File: src/rtl/decode_job_arbiter_pkg.sv
// rtl/decode_job_arbiter_pkg.sv - shared constants, state enum and frame sizing helpers
package decode_job_arbiter_pkg;

    localparam logic [7:0] START_DECODING_MSG      = 8'h01;
    localparam logic [7:0] MEASUREMENT_DATA_HEADER = 8'h02;

    typedef enum logic [2:0] {
        SYNC      = 3'd0,
        IDLE      = 3'd1,
        HEADER    = 3'd2,
        PAYLOAD   = 3'd3,
        WAIT_RESP = 3'd4,
        COLLECT   = 3'd5,
        DELIVER   = 3'd6
    } job_state_t;

    // One round of X*Z syndrome bits, padded up to whole bytes
    function automatic int bytes_per_round(input int gx, input int gz);
        return (gx * gz + 7) >> 3;
    endfunction

    function automatic int frame_bytes(input int gx, input int gz, input int gu);
        return bytes_per_round(gx, gz) * gu;
    endfunction

endpackage

File: src/rtl/decode_job_arbiter_rr.sv
// rtl/decode_job_arbiter_rr.sv - two-way round-robin grant favouring the requester not served last
module rr_arbiter2 (
    input  logic [1:0] req,
    input  logic       last_id,
    output logic [1:0] grant,
    output logic       grant_id,
    output logic       grant_any
);

    // On a tie the requester that was not served last wins; otherwise the lone requester wins
    always_comb begin
        grant_any = |req;
        if (req == 2'b11) begin
            grant_id = ~last_id;
        end else begin
            grant_id = req[1];
        end
        grant = grant_any ? (2'b01 << grant_id) : 2'b00;
    end

endmodule

File: src/rtl/decode_job_arbiter.sv
// rtl/decode_job_arbiter.sv - shares one Helios decoder between two frame requesters
module decode_job_arbiter
    import decode_job_arbiter_pkg::*;
#(
    parameter int GRID_WIDTH_X   = 6,
    parameter int GRID_WIDTH_Z   = 3,
    parameter int GRID_WIDTH_U   = 5,
    parameter int RESP_BYTES     = 3,
    parameter int TIMEOUT_CYCLES = 4096,
    localparam int BYTES_PER_ROUND = bytes_per_round(GRID_WIDTH_X, GRID_WIDTH_Z),
    localparam int FRAME_BYTES     = BYTES_PER_ROUND * GRID_WIDTH_U,
    localparam int FRAME_BITS      = 8 * FRAME_BYTES
) (
    input  logic                    clk,
    input  logic                    reset,
    input  logic [1:0]              req_valid,
    output logic [1:0]              req_ready,
    input  logic [2*FRAME_BITS-1:0] req_frame,
    output logic [7:0]              dec_in_data,
    output logic                    dec_in_valid,
    input  logic                    dec_in_ready,
    input  logic [7:0]              dec_out_data,
    input  logic                    dec_out_valid,
    output logic                    dec_out_ready,
    output logic                    resp_valid,
    input  logic                    resp_ready,
    output logic                    resp_id,
    output logic [7:0]              resp_iterations,
    output logic [15:0]             resp_cycles,
    output logic                    resp_timeout,
    output logic                    busy
);

    localparam int CNT_MAX = (FRAME_BYTES > RESP_BYTES) ? FRAME_BYTES : RESP_BYTES;
    localparam int CNT_W   = $clog2(CNT_MAX + 1);
    localparam int WD_W    = $clog2(TIMEOUT_CYCLES + 1);

    job_state_t            state_q;
    job_state_t            state_d;
    logic [FRAME_BITS-1:0] frame_q;
    logic [CNT_W-1:0]      cnt_q;
    logic [WD_W-1:0]       wdog_q;
    logic                  last_id_q;

    logic [1:0] arb_req;
    logic [1:0] grant;
    logic       grant_id;
    logic       grant_any;
    logic       in_hs;
    logic       out_hs;
    logic       last_byte;
    logic       last_resp;
    logic       wd_expire;

    // Requests are only looked at while IDLE; changes during a job are ignored
    assign arb_req   = (state_q == IDLE) ? req_valid : 2'b00;
    assign in_hs     = dec_in_valid & dec_in_ready;
    assign out_hs    = dec_out_valid & dec_out_ready;
    assign last_byte = (cnt_q == CNT_W'(FRAME_BYTES - 1));
    assign last_resp = (cnt_q == CNT_W'(RESP_BYTES - 1));
    assign wd_expire = (wdog_q == WD_W'(TIMEOUT_CYCLES - 1));

    rr_arbiter2 u_rr (
        .req       (arb_req),
        .last_id   (last_id_q),
        .grant     (grant),
        .grant_id  (grant_id),
        .grant_any (grant_any)
    );

    // State register
    always_ff @(posedge clk) begin
        if (reset) begin
            state_q <= SYNC;
        end else begin
            state_q <= state_d;
        end
    end

    // Next-state decode
    always_comb begin
        state_d = state_q;
        case (state_q)
            SYNC:    if (in_hs) state_d = IDLE;
            IDLE:    if (grant_any) state_d = HEADER;
            HEADER:  if (in_hs) state_d = PAYLOAD;
            PAYLOAD: if (in_hs && last_byte) state_d = WAIT_RESP;
            WAIT_RESP, COLLECT: begin
                if (out_hs) begin
                    state_d = last_resp ? DELIVER : COLLECT;
                end else if (wd_expire) begin
                    state_d = DELIVER;
                end
            end
            DELIVER: if (resp_ready) state_d = resp_timeout ? SYNC : IDLE;
            default: state_d = SYNC;
        endcase
    end

    // Outputs decoded from registered state; req_ready is the grant of this IDLE cycle
    always_comb begin
        dec_in_valid  = 1'b0;
        dec_in_data   = 8'h00;
        dec_out_ready = 1'b0;
        resp_valid    = 1'b0;
        req_ready     = 2'b00;
        busy          = (state_q != IDLE);
        case (state_q)
            SYNC: begin
                dec_in_valid = 1'b1;
                dec_in_data  = START_DECODING_MSG;
            end
            IDLE:    req_ready = grant;
            HEADER: begin
                dec_in_valid = 1'b1;
                dec_in_data  = MEASUREMENT_DATA_HEADER;
            end
            PAYLOAD: begin
                dec_in_valid = 1'b1;
                dec_in_data  = frame_q[7:0];
            end
            WAIT_RESP, COLLECT: dec_out_ready = 1'b1;
            DELIVER: resp_valid = 1'b1;
            default: ;
        endcase
    end

    // Datapath: frame shift register, byte/watchdog counters and response capture
    always_ff @(posedge clk) begin
        if (reset) begin
            frame_q         <= '0;
            cnt_q           <= '0;
            wdog_q          <= '0;
            last_id_q       <= 1'b1;
            resp_id         <= 1'b0;
            resp_iterations <= 8'h00;
            resp_cycles     <= 16'h0000;
            resp_timeout    <= 1'b0;
        end else begin
            case (state_q)
                IDLE: begin
                    if (grant_any) begin
                        frame_q         <= req_frame[grant_id*FRAME_BITS +: FRAME_BITS];
                        last_id_q       <= grant_id;
                        resp_id         <= grant_id;
                        resp_iterations <= 8'h00;
                        resp_cycles     <= 16'h0000;
                        resp_timeout    <= 1'b0;
                        cnt_q           <= '0;
                        wdog_q          <= '0;
                    end
                end
                PAYLOAD: begin
                    if (in_hs) begin
                        frame_q <= frame_q >> 8;
                        cnt_q   <= last_byte ? '0 : cnt_q + 1'b1;
                        wdog_q  <= '0;
                    end
                end
                WAIT_RESP, COLLECT: begin
                    if (out_hs) begin
                        wdog_q <= '0;
                        cnt_q  <= cnt_q + 1'b1;
                        if (cnt_q == CNT_W'(0)) resp_iterations   <= dec_out_data;
                        if (cnt_q == CNT_W'(1)) resp_cycles[15:8] <= dec_out_data;
                        if (cnt_q == CNT_W'(2)) resp_cycles[7:0]  <= dec_out_data;
                    end else begin
                        wdog_q <= wdog_q + 1'b1;
                        if (wd_expire) resp_timeout <= 1'b1;
                    end
                end
                default: ;
            endcase
        end
    end

endmodule

File: config.mk
export PLATFORM = sky130hd
export DESIGN_NAME = decode_job_arbiter
export DESIGN_NICKNAME = d
export VERILOG_FILES = /design/src/rtl/decode_job_arbiter_pkg.sv /design/src/rtl/decode_job_arbiter_rr.sv /design/src/rtl/decode_job_arbiter.sv
export SDC_FILE = /design/constraint.sdc
export NUM_CORES = 1
export LEC_CHECK = 0
export BUFFER_PORTS_ARGS = -buffer_cell sky130_fd_sc_hd__buf_2
export CAP_MARGIN = 20
export CORE_MARGIN = 2
export CORE_UTILIZATION = 51
export CTS_CLUSTER_SIZE = 16
export DETAILED_ROUTE_END_ITERATION = 7
export PLACE_DENSITY = 0.82
export SYNTH_ARGS = -nofsm -noshare
export SYNTH_HDL_FRONTEND = slang
export SYNTH_SLANG_ARGS = --single-unit
File: constraint.sdc
create_clock -name clk -period 2.1 [get_ports clk]
set_input_delay 0.105 -clock clk [delete_from_list [all_inputs] [get_ports clk]]
set_output_delay 0.105 -clock clk [all_outputs]
set_load 0.005 [all_outputs]
### After elaboration in Yosys (flattened, before gate mapping)

Index checks and enable logic that the tools add are counted.

| word-level totals | value |
|---|---|
| register bits | 167 |
| input port bits | 255 |
| output and inout bits | 40 |
| word-level logic and storage cells | 104 |

| cells by class | value |
|---|---|
| $add $sub $neg | 2 |
| multiply operators | 1 |
| eq/ne operators | 25 |
| shifts and indexed selects | 2 |
| muxes and demuxes | 43 |
| bitwise operators | 3 |
| reduce and logical (&&, ||, !) cells | 18 |

Operator list:

| cell | number |
|---|---|
| 120-bit 2-to-1 mux | 2 |
| 120-bit case mux with 2 select lines | 1 |
| 240-bit by 9-bit indexed part select with 120-bit output | 1 |
| 8-bit 2-to-1 mux | 5 |
| 13-bit 2-to-1 mux | 3 |
| 13-bit case mux with 3 select lines | 1 |
| 16-bit 2-to-1 mux | 2 |
| 16-bit case mux with 2 select lines | 1 |
| 2-bit inequality test, second input constant | 12 |
| 8-bit case mux with 3 select lines | 1 |
| 3-bit 2-to-1 mux | 7 |
| 4-bit AND reduction | 5 |
| 3-bit case mux with 6 select lines | 1 |
| 4-bit 2-to-1 mux | 4 |
| 8-bit case mux with 2 select lines | 1 |
| 13-bit by 1-bit adder with 13-bit output, second input constant | 1 |
| 13-bit by 12-bit == test with 1-bit output, second input constant | 1 |
| 4-bit case mux with 3 select lines | 1 |
| 3-bit == test, second input constant | 3 |
| 1-bit 2-to-1 mux | 8 |
| 2-bit 2-to-1 mux | 4 |
| 3-bit by 2-bit == test with 1-bit output, second input constant | 2 |
| 3-bit AND reduction | 2 |
| 6-bit AND reduction | 1 |
| other kinds (21) | 24 |

### Depth between registers and ports, before layout

Gate-level depths: netlist of run 1.

| logic depth | value |
|---|---|
| word-level depth | 8 |
| depth in mapped cells | 8 |
| gate-level depth less buffers | 6 |

### Cells and area by module

Synthesis of run 1 repeated with hierarchy kept, for this count alone.

| second synthesis, totals | value |
|---|---|
| cells, all modules | 1048 |
| area, all modules | 8627.0 µm² |

Modules (own cells, without submodules):

| module | times used | cells an instance | area each (µm²) | sequential area each (µm²) |
|---|---|---|---|---|
| decode_job_arbiter | 1 | 1043 | 8594.5 | 3343.2 |
| rr_arbiter2 | 1 | 5 | 32.5 | 0.0 |

### Worst setup path after synthesis of run 1

OpenSTA, ideal clock, no wires.

| timing path | value |
|---|---|
| kind | register to register |
| start | register state_q[1] |
| end | register frame_q[0] |
| setup time | 125 ps |
| data arrival time | 1529 ps |
| data required time | 1975 ps |
| setup slack | 446 ps |
| stages on the path, launching flop included | 8 |
| buffers on the path | 3 |
| clock period less this slack | 1654 ps |
| cell sequence | dfxtp_1 > buf_2 > or3_4 > and4_1 > buf_2 > clkbuf_2 > o21ai_0 > o21ai_0 |

| on the way | value |
|---|---|
| word-level cells in the longest chain between the ends | 8 |
| elaborated cells between the ends (all ways) | 19 |
| those cells by class | mul: 1; eq/ne: 6; shift: 1; mux: 5; bitwise: 1; reduce/logical: 5 |

RTL lines:

| item | RTL line | RTL |
|---|---|---|
| from (decl) | decode_job_arbiter.sv:38 | `job_state_t state_q;` |
| from (signal assigned) | decode_job_arbiter.sv:76 | `state_q <= state_d;` |
| 3-bit by 1-bit == test with 1-bit output | decode_job_arbiter.sv:56, decode_job_arbiter.sv:140 |  |
| 2-bit 2-to-1 mux | decode_job_arbiter.sv:56 | `assign arb_req = (state_q == IDLE) ? req_valid : 2'b00;` |
| 2-bit == test | decode_job_arbiter_rr.sv:13 | `if (req == 2'b11) begin` |
| 1-bit 2-to-1 mux | decode_job_arbiter_rr.sv:13 |  |
| 1-bit by 4-bit multiplier with 5-bit output | decode_job_arbiter.sv:143 | `frame_q <= req_frame[grant_id*FRAME_BITS +: FRAME_BITS];` |
| 240-bit by 9-bit indexed part select with 120-bit output | decode_job_arbiter.sv:143 |  |
| 120-bit 2-to-1 mux | decode_job_arbiter.sv:142 | `if (grant_any) begin` |
| 120-bit case mux with 2 select lines | decode_job_arbiter.sv:140 | `case (state_q)` |
| to (signal assigned) | decode_job_arbiter.sv:143 |  |
| to (signal assigned) | decode_job_arbiter.sv:155 | `frame_q <= frame_q >> 8;` |
| to (decl) | decode_job_arbiter.sv:40 | `logic [FRAME_BITS-1:0] frame_q;` |

Several ways; a longest one is shown, not always the timed one. The select of a mux whose other input is x is not followed.
A chain may end at the register's enable or synchronous reset.

### Worst setup path after layout of run 1

| timing path | value |
|---|---|
| start | register state_q[1] |
| end | output dec_in_data[0] |

| on the way | value |
|---|---|
| word-level cells in the longest chain between the ends | 2 |
| elaborated cells between the ends (all ways) | 4 |
| those cells by class | eq/ne: 2; mux: 1; reduce/logical: 1 |

RTL lines:

| item | RTL line | RTL |
|---|---|---|
| 3-bit by 2-bit == test with 1-bit output or 3-bit logical NOT (tied branches) | decode_job_arbiter.sv:108 | `case (state_q)` |
| 8-bit case mux with 3 select lines (*) | decode_job_arbiter.sv:108 |  |
| to (decl) | decode_job_arbiter.sv:19 | `output logic [7:0] dec_in_data,` |

Every way passes the cells marked *; elsewhere a longest branch is shown, timed or not.

==> impl_metrics.json, run 1 <==
{
  "outcome": "complete, but fails checks",
  "failing_checks": "negative hold slack",
  "ctsLongestPathBuffers": 2,
  "floorplan.die_area_mm2": 0.0182,
  "synth_top_cells_by_area": "dfxtp_1, o21ai_0, a211oi_1, and3_1, nand2_1",
  "slowest_stage": "dfxtp_1",
  "min_period_over_period_pct": 94.6,
  "drt-met1-wl_um": 12100,
  "total_leakage_power_nw": 5.14,
  "path_clk_slew_ns": 0.06,
  "die_w_um": 135,
  "detail_route.wl_per_cell_um": 17.7,
  "total_of_endpoints_with_negative_setup_slack_in_the_final_report": 0,
  "start_kind": "register",
  "initial_core_util_pct": 52.4,
  "synth-async-reset-ratio_pct": 0,
  "r2r_setup_slack_ns": 0.13,
  "port_buffer_cells": 294,
  "area_growth_syn_to_layout_pct": 35.9,
  "number_of_global_route_vias_before_repair": 9469,
  "relSlewSlack_pct": 41.3,
  "crit-reg2reg-launch": "state_q[1]",
  "core_area_mm2": 0.0167,
  "largest_net_degree_at_the_start_of_global_routing": 114,
  "top_layer_used": "met4",
  "synth-main-ff-cell": "dfxtp_1",
  "required_ns": 2.00,
  "tritoncts_clock_tree": "done",
  "chipHeight_um": 135,
  "critical_path_arrival_ns": 1.88,
  "met2RoutedLength_um": 14400,
  "yosysSeqAreaShare_pct": 38.2,
  "total_routing_usage_gr_pct": 31.5,
  "tightest_slew_ns": 0.880,
  "worst_skew_pair.late_latency_ns": 0.43,
  "nNetsFinal": 1713,
  "place_congestion": 0.882,
  "grt_pass1_wl_um": 46200,
  "cts-htree-levels": 4,
  "slowest_stage_delay_cp_ns": 0.56,
  "power.density_cell_area_mw_per_mm2": 834,
  "place_ws_ns": 0.142,
  "synth_area_mm2": 0.00876,
  "worstHoldPathCells": 3,
  "synth.net_count": 1395,
  "hold_path_startpoint": "req_frame[94]",
  "finish.cell_count_without_fillers": 1689,
  "placement_rows": 47,
  "worstSetupEndpointType": "output port",
  "inserted_clock_buffers": 17,
  "post-synth-top-area-fraction_pct": 38.2,
  "num_vias": 10100,
  "hold_viol": 1,
  "drt_drc_violations_left": 0,
  "fin_setup_tns_ns": 0,
  "dr.pass1.iters": 8,
  "path_cells": "buf_4, nand3_1, a21oi_1, buf_2",
  "synth_enable_flop_cells": 0,
  "ioPinCount": 295,
  "finalWorstSetupSlack_ns": 0.113,
  "clock_skew_ns": 0.00796,
  "max_cap_violations": 0,
  "critPathMaxFanout": 31,
  "final_antenna_net_count": 0,
  "total_overflow_reported_by_the_global_router": 0,
  "vdd_ir_max_uv": 672,
  "synth-seq-cells": 167,
  "route.detailed.vias_per_inst": 5.96,
  "synthesis.instances": 1135,
  "period_needed_ns": 1.99,
  "dp_hpwl_um": 18900,
  "max_clock_freq_ghz": 0.503,
  "reg2reg_to": "frame_q[1]",
  "drive_above_1_share_pct": 25.7,
  "initialDrtViolationCount": 912,
  "r2r_cells": 7,
  "timing.setup.critical_path_class": "reg -> out",
  "antenna_found_initial": 3,
  "final-max-slew-violation-count": 0,
  "min_delay_worst_endpoint": "frame_q[94]",
  "placedCellCount": 1566,
  "fillers": 1302,
  "postRouteWirelength_um": 29900,
  "layout.core_utilization_pct": 71.2,
  "hold_path.class": "in -> reg",
  "final.hold.worst_slack_ns": -0.00129,
  "cts-root-buf": "clkbuf_16",
  "yosysTopAreaCell": "dfxtp_1",
  "number_of_sinks_on_the_clock_net": 167,
  "met3_wirelength_um": 2300,
  "synth.distinct_cells": 55,
  "synth-warning-count": 0,
  "mean_post_synth_cell_area_um2": 7.71
}
power breakdown:
part | leakage (nW) | internal [W] | switching [W]
sequential | 1.36 | 0.00360 | 0.000257
combinational | 3.49 | 0.00109 | 0.00172
clock | 0.294 | 0.00194 | 0.00132
what timing repair did:
| action | 4_1_cts | 5_1_grt |
|---|---|---|
| resized for setup | 0 | 3 |
| hold buffers | 85 | 0 |
| buffers inserted | 0 | 3 |
| hold endpoints to repair | 85 | 0 |
| setup endpoints to repair | 0 | 66 |
worst max path at each step:
stage | end | cells past startpoint | from | slack, ns
after floorplan | frame_q[0] | 7 | state_q[1] | 0.45
after global placement | frame_q[1] | 6 | state_q[2] | 0.21
after detailed placement | frame_q[40] | 5 | state_q[2] | 0.14
after CTS | req_ready[0] | 6 | state_q[2] | 0.04
after global routing | resp_cycles[2] | 7 | state_q[1] | -0.009
final | dec_in_data[0] | 4 | state_q[1] | 0.11
worst max-delay path: cells and delay by family (launching register included):
| kind | cells | cell delay, ns |
|---|---|---|
| AOI/OAI and AO/OA | 1 | 0.22 |
| and+or+nand+nor | 1 | 0.11 |
| DFF | 1 | 0.56 |
| buffers and inverters | 2 | 0.56 |
state kept, by name, indices dropped and copies added (netlist names):
register,count
resp_cycles,16
resp_iterations,8
resp_timeout,1
resp_id,1
state_q,3
last_id_q,1
frame_q,120
cnt_q,4
wdog_q,13
cell families after synthesis:
group | count (synthesis) | synth area share (%)
muxes | 13 | 1.50
and+or+nand+nor | 365 | 22.1
AOI/OAI and AO/OA | 457 | 31.5
adders and majority gates | 5 | 0.714
buffers and inverters | 127 | 5.94
xor gates and xnor gates | 1 | 0.100
DFF | 167 | 38.2
through the flow:
stage | instance area (um2) | hold slack (ns) | power, W
after floorplan | 8760 | 0.272 | 0.00553
after global placement | 10400 | 0.376 | 0.00645
after detailed placement | 10400 | 0.382 | 0.00649
after CTS | 11900 | 0.0000428 | 0.00983
after global routing | 11900 | 0.00542 | 0.0104
final | 11900 | -0.00129 | 0.00993
synth_stat cells, types with 4 or more instances:
master and count:
o31ai_1 24, o21ai_1 13, a21boi_0 9, buf_2 18, mux2i_1 12, clkbuf_2 8, ha_1 5, dfxtp_1 167
clkbuf_1 85, nand4_1 29, nand3b_1 12, and2_1 9, nand3_1 21, a21oi_1 47, nor2_1 8, o21ai_0 226
nand2_1 135, a211oi_1 118, nand2b_1 4, inv_1 8, and3_1 127
placed cells by master, fill, tap and decap left out, drive strengths merged, types with 21 or more instances in the layout:
master       instances
dlygate4sd3         85
clkbuf              21
nand4               29
o21ai              239
and3               127
nand2              135
o31ai               24
a21oi               47
a211oi             118
buf                331
nand3               21
dfxtp              167
final cells by class:
cell class / count / area (um2) / share of cell area (%)
clock inverter: 11 / 146 / 1.23
inverter: 10 / 37.5 / 0.315
antenna: 3 / 7.51 / 0.0631
clock buffer: 21 / 460 / 3.87
sequential: 167 / 3340 / 28.1
tap: 220 / 275 / 2.31
timing repair buffer: 416 / 2690 / 22.6
multi-input combinational: 841 / 4930 / 41.5
layer usage:
metal,vias to the layer above,track usage [%]
met5,-,0
met4,0,14.4
met3,93,6.38
met2,505,53.5
met1,4640,38.6
li1,4832,-
(Power assumes the default switching activity.)
==> run 2, diff against run 1 <==
--- a/config.mk
+++ b/config.mk
@@ -8,10 +8,11 @@
 export BUFFER_PORTS_ARGS = -buffer_cell sky130_fd_sc_hd__buf_2
 export CAP_MARGIN = 20
 export CORE_MARGIN = 2
-export CORE_UTILIZATION = 51
+export CORE_UTILIZATION = 55
 export CTS_CLUSTER_SIZE = 16
 export DETAILED_ROUTE_END_ITERATION = 7
-export PLACE_DENSITY = 0.82
+export PLACE_DENSITY = 0.87
+export REMOVE_ABC_BUFFERS = 1
 export SYNTH_ARGS = -nofsm -noshare
 export SYNTH_HDL_FRONTEND = slang
 export SYNTH_SLANG_ARGS = --single-unit
==> constraint.sdc (replaced) <==
create_clock -name clk -period 2.3 [get_ports clk]
set_input_delay 0.115 -clock clk [delete_from_list [all_inputs] [get_ports clk]]
set_output_delay 0.115 -clock clk [all_outputs]
set_load 0.005 [all_outputs]
==> run 2 against run 1 <==
The flow still finishes with violations (negative hold slack). First-iteration DRC count is 5.9% higher. Register-to-register slack better by 0.03 ns. Clock power is 8.3% lower. Power is 9.1% lower. Wire length is 4.2% lower. Combinational power is 9.6% lower. Worst setup slack better by 0.050 ns.
==> impl_metrics.json, run 2 (same netlist as run 1, synthesis figures left out) <==
{
  "nNetsFinal": 1700,
  "registers.top_by_ff_count": "frame_q",
  "initialDrtViolationCount": 966,
  "critical_path_arrival_ns": 2.47,
  "relSlewSlack_pct": 35.8,
  "drive_above_1_share_pct": 25.3,
  "clock_skew_ns": 0.0106,
  "largest_reg_flops": 120,
  "total_of_endpoints_with_negative_setup_slack_in_the_final_report": 0,
  "number_of_sinks_on_the_clock_net": 167,
  "chipHeight_um": 130,
  "dpl_cell_area_mm2": 0.0104,
  "inserted_clock_buffers": 17,
  "placement_rows": 46,
  "failing_checks": "negative hold slack",
  "critical_path.n_buffers_inverters": 1,
  "crit-reg2reg-launch": "state_q[2]",
  "total_leakage_power_nw": 5.10,
  "max_clock_freq_ghz": 0.468,
  "min_period_over_period_pct": 92.9,
  "worstSetupEndpointType": "register",
  "start_kind": "register",
  "route.detailed.vias_per_inst": 6.02,
  "drt_drc_violations_left": 0,
  "hold_viol": 1,
  "final.hold.worst_slack_ns": -0.00883,
  "unrepaired_setup_endpoints_after_global_routing": "no",
  "slowest_stage_delay_cp_ns": 0.79,
  "ctsLongestPathBuffers": 2,
  "fillers": 1190,
  "timing.setup.critical_path_class": "reg -> reg",
  "core_area_mm2": 0.0157,
  "tritoncts_clock_tree": "done",
  "max_cap_violations": 0,
  "area_growth_syn_to_layout_pct": 34.9,
  "period_needed_ns": 2.14,
  "fin_setup_tns_ns": 0,
  "dp_hpwl_um": 17800,
  "total_routing_usage_gr_pct": 33.0,
  "die_w_um": 130,
  "finish.cell_count_without_fillers": 1670,
  "biggestRegsByFlops": "frame_q: 120 flops, resp_cycles: 16 flops, wdog_q: 13 flops",
  "port_buffer_cells": 294,
  "outcome": "complete, but fails checks",
  "antenna_found_initial": 1,
  "slowest_stage": "nor2_4",
  "final_cell_mix": "buf_2, o21ai_0, dfxtp_1",
  "path_cells": "nand2b_1, nor2_4, buf_12, a211oi_1, o21ai_0",
  "vdd_ir_max_uv": 591,
  "hold_path_startpoint": "req_frame[82]",
  "grt_pass1_wl_um": 44600,
  "floorplan.die_area_mm2": 0.0169,
  "worst_skew_pair.late_latency_ns": 0.43,
  "cts-htree-levels": 4,
  "final_antenna_net_count": 0,
  "required_ns": 2.64,
  "largest_net_degree_at_the_start_of_global_routing": 87,
  "layout_commonest_cell": "buf_2",
  "path_clk_slew_ns": 0.06,
  "cts-root-buf": "clkbuf_16",
  "place_congestion": 0.848,
  "cp_delay_by_family_top": "simple AND/OR/NAND/NOR gates",
  "tightest_slew_ns": 0.961,
  "postRouteWirelength_um": 28700,
  "number_of_global_route_vias_before_repair": 9230,
  "dr.pass1.iters": 8,
  "final-max-slew-violation-count": 0,
  "placedCellCount": 1558,
  "total_overflow_reported_by_the_global_router": 0,
  "postCtsResizedCells": 0,
  "initial_core_util_pct": 55.7,
  "num_vias": 10000,
  "hold_path.class": "in -> reg",
  "detail_route.wl_per_cell_um": 17.2,
  "stdcell_area_mm2": 0.0118,
  "critPathMaxFanout": 61,
  "power.density_cell_area_mw_per_mm2": 764,
  "crit_path_start": "state_q[2]",
  "ioPinCount": 295
}
[run 2: final cells by class]
type                       count  area, um2  share of cell area, %
sequential                   167       3340                   28.3
clock inverter                10        141                   1.20
antenna                        1       2.50                 0.0212
clock buffer                  22        474                   4.02
multi-input combinational    841       4930                   41.7
inverter                      10       37.5                  0.318
tap                          216        270                   2.29
timing repair buffer         403       2610                   22.1
[run 2: worst reg2reg max path: stages, from the launching register on]
cell	delay (ns)
dfxtp_1	0.31
nand2b_1	0.24
nor2_4	0.79
buf_12	0.39
a211oi_1	0.10
o21ai_0	0.22
[run 2: final timing paths]
kind	cells after the start	to	slack, ns
min	3	frame_q[82]	-0.009
min reg2reg	2	frame_q[26]	0.45
max reg2reg	5	frame_q[75]	0.16
max	5	frame_q[75]	0.16
[run 2: per-layer routing]
layer	wire length [um]	global-route usage, %	up-vias
li1	-	-	4802
met1	11500	40.7	4573
met2	13600	55.0	550
met3	2290	7.22	119
met4	1240	16.1	2
met5	7	0	-
[run 2: timing repair]
item | in CTS | in global routing
setup endpoints to repair | 0 | 1
setup buffers | 0 | 0
hold endpoints to repair | 78 | 1
hold buffers | 78 | 1
[run 2: report_power, final]
part,internal [W],switching (W),total (W)
sequential,0.00329,0.000203,0.00349
combinational,0.000991,0.00155,0.00254
clock,0.00180,0.00119,0.00299
[run 2: through the flow]
step	utilization [%]	total power (W)	worst slack (ns)
global route	75.1	0.00947	0.0202
global placement	66.2	0.00585	0.314
detailed placement	66.2	0.00590	0.237
floorplan	-	0.00488	-4.51
CTS	75.1	0.00897	0.179
finish	75.2	0.00903	0.163
==> run 3, diff against run 2 <==
--- a/config.mk
+++ b/config.mk
@@ -8,10 +8,12 @@
 export BUFFER_PORTS_ARGS = -buffer_cell sky130_fd_sc_hd__buf_2
 export CAP_MARGIN = 20
 export CORE_MARGIN = 2
-export CORE_UTILIZATION = 55
+export CORE_UTILIZATION = 57
+export CTS_BUF_LIST = sky130_fd_sc_hd__clkbuf_4 sky130_fd_sc_hd__clkbuf_8
 export CTS_CLUSTER_SIZE = 16
 export DETAILED_ROUTE_END_ITERATION = 7
-export PLACE_DENSITY = 0.87
+export GPL_TIMING_DRIVEN = 0
+export PLACE_DENSITY = 0.9
 export REMOVE_ABC_BUFFERS = 1
 export SYNTH_ARGS = -nofsm -noshare
 export SYNTH_HDL_FRONTEND = slang
==> constraint.sdc (replaced) <==
create_clock -name clk -period 2.3 [get_ports clk]
set_input_delay 0.115 -clock clk [delete_from_list [all_inputs] [get_ports clk]]
set_output_delay 0.115 -clock clk [all_outputs]
set_load 0.05 [all_outputs]
==> run 3 against run 2 <==
The flow finishes with violations (negative setup slack). Non-clock buffer count rose by 31. Worst hold slack better by 0.059 ns. Clock skew grew 0.0050 ns. Worst setup slack worse by 0.17 ns. First-iteration DRC count up 44%. Core utilization is 5.1 points higher. Sequential power is essentially flat.
==> impl_metrics.json, run 3 (same netlist as run 1, synthesis figures left out) <==
{
  "drive_above_1_share_pct": 26.0,
  "detail_route.wl_per_cell_um": 20.2,
  "finish.cell_count_without_fillers": 1682,
  "start_kind": "register",
  "final_antenna_net_count": 0,
  "dr.pass1.iters": 6,
  "total_routing_usage_gr_pct": 39.4,
  "finalWorstSetupSlack_ns": -0.00960,
  "drt_drc_violations_left": 0,
  "critPathMaxFanout": 65,
  "total_leakage_power_nw": 5.17,
  "relSlewSlack_pct": 31.0,
  "outcome": "complete, but fails checks",
  "clkPwrFrac_pct": 23.5,
  "ioPinCount": 295,
  "worst_skew_pair.late_latency_ns": 0.48,
  "number_of_global_route_vias_before_repair": 10200,
  "chipHeight_um": 128,
  "floorplan.die_area_mm2": 0.0164,
  "critical_path_arrival_ns": 2.65,
  "failing_checks": "negative setup slack",
  "area_growth_syn_to_layout_pct": 38.3,
  "vdd_ir_max_uv": 488,
  "number_of_sinks_on_the_clock_net": 167,
  "net-switching-power_w": 0.00333,
  "total_overflow_reported_by_the_global_router": 0,
  "total_of_endpoints_with_negative_setup_slack_in_the_final_report": 1,
  "hold_path.class": "in -> reg",
  "hold_viol": 0,
  "required_ns": 2.64,
  "sequentialPowerShare_pct": 40.9,
  "antenna_found_initial": 3,
  "inserted_clock_buffers": 17,
  "max_clock_freq_ghz": 0.433,
  "largest_reg_flops": 120,
  "largest_net_degree_at_the_start_of_global_routing": 66,
  "grt_pass1_wl_um": 51100,
  "crit_path_start": "state_q[2]",
  "cp_delay_by_family_top": "buffers and inverters",
  "timing.setup.critical_path_class": "reg -> reg",
  "tightest_slew_ns": 1.03,
  "layout.core_utilization_pct": 80.2,
  "biggestRegsByFlops": "frame_q: 120 flops, resp_cycles: 16 flops, wdog_q: 13 flops",
  "placedCellCount": 1520,
  "registers.top_by_ff_count": "frame_q",
  "route.detailed.vias_per_inst": 6.55,
  "hold_path_startpoint": "req_frame[175]",
  "final_cell_mix": "buf_2, o21ai_0, dfxtp_1",
  "tritoncts_clock_tree": "done",
  "cts-root-buf": "clkbuf_8",
  "min_period_over_period_pct": 100,
  "core_area_mm2": 0.0151,
  "port_buffer_cells": 294,
  "path_cells": "nor3b_4, clkbuf_16, buf_12, nand2_8, buf_16, a211oi_1, o21ai_0",
  "place_ws_ns": -0.947,
  "placement_rows": 45,
  "place_congestion": 0.857,
  "slowest_stage": "dfxtp_4",
  "initialDrtViolationCount": 1389,
  "slowest_stage_delay_cp_ns": 0.43,
  "dp_hpwl_um": 17900,
  "initial_core_util_pct": 58.0,
  "intPower_w": 0.00528,
  "num_vias": 11000,
  "path_clk_slew_ns": 0.10,
  "p_sw_share_pct": 38.7,
  "nNetsFinal": 1737,
  "max_cap_violations": 0,
  "cts-htree-levels": 4,
  "final-max-slew-violation-count": 0,
  "layout_commonest_cell": "buf_2",
  "worstSetupEndpointType": "register",
  "p_comb_share_pct": 35.6,
  "ctsLongestPathBuffers": 2,
  "crit-reg2reg-launch": "state_q[2]",
  "power.density_cell_area_mw_per_mm2": 711,
  "die_w_um": 128,
  "period_needed_ns": 2.31,
  "total_power_w": 0.00861,
  "postRouteWirelength_um": 34000,
  "clock_skew_ns": 0.0157,
  "critical_path.n_buffers_inverters": 3
}
==> run 3: changes by cell type in the layout (fill, tap and decap cells not counted), moves of 11 or more <==
| cell | previous run | this run |
|---|---|---|
| dlygate4sd3_1 | 79 | 113 |
| clkbuf_8 | 3 | 20 |
| clkbuf_16 | 17 | 1 |
| buf_4 | 20 | 9 |
==> run 3: stage by stage <==
stage               hold WS (ns)  setup TNS, ns  cell area [um2]
finish                    0.0504       -0.00960            12100
floorplan                  0.184        -581.71             8270
global route              0.0489        -0.0495            12100
detailed placement         0.399         -97.19            10400
global placement           0.391       -1101.89             9980
CTS                      0.00639              0            12000
==> run 3: power by group through the flow <==
stage / clock network (W) / logic, W / registers [W]
2_1_floorplan: 0 / 0.00147 / 0.00354
3_3_place_gp: 0 / 0.00221 / 0.00358
3_5_place_dp: 0 / 0.00254 / 0.00357
4_1_cts: 0.00199 / 0.00284 / 0.00350
5_1_grt: 0.00213 / 0.00326 / 0.00356
6_report: 0.00202 / 0.00306 / 0.00352
==> run 3: layout make-up <==
type | count | area (um2)
well taps | 188 | 235
diodes | 4 | 10.0
flip-flops and latches | 167 | 3350
clock inverters | 12 | 92.6
multi-input cells | 846 | 5030
repair inverters | 1 | 5.00
inverters | 10 | 47.5
clock buffers | 20 | 275
fillers | 930 | 2980
repair buffers | 434 | 3060
==> run 3: what timing repair did <==
action | CTS | global route
setup buffers | 6 | 1
cloned | 5 | 1
hold buffers | 113 | 0
endpoints found under the hold margin | 113 | 0
pin swaps | 5 | 3
endpoints found under the setup margin | 177 | 21
resized for setup | 14 | 12
==> run 3: layer usage <==
| layer | track usage, % | up-vias | routed length, um | share of wire, % |
|---|---|---|---|---|
| li1 | - | 4894 | - | - |
| met1 | 45.9 | 5013 | 12500 | 37 |
| met2 | 64.8 | 872 | 15800 | 47 |
| met3 | 8.47 | 235 | 3240 | 9.5 |
| met4 | 27.4 | 0 | 2430 | 7.1 |
| met5 | 0 | - | 0 | 0 |
==> run 3: final timing paths <==
kind	cells past startpoint	endpoint	slack, ns
min	4	frame_q[55]	0.05
max reg2reg	7	frame_q[78]	-0.01
max	7	frame_q[78]	-0.01
min reg2reg	2	frame_q[55]	0.45
==> run 3: tightest hold or removal path: cells and delay by family <==
| kind | cells | cell delay [ns] |
|---|---|---|
| buf+inv | 1 | 0.07 |
| simple gates | 1 | 0.13 |
| compound gates | 2 | 0.17 |
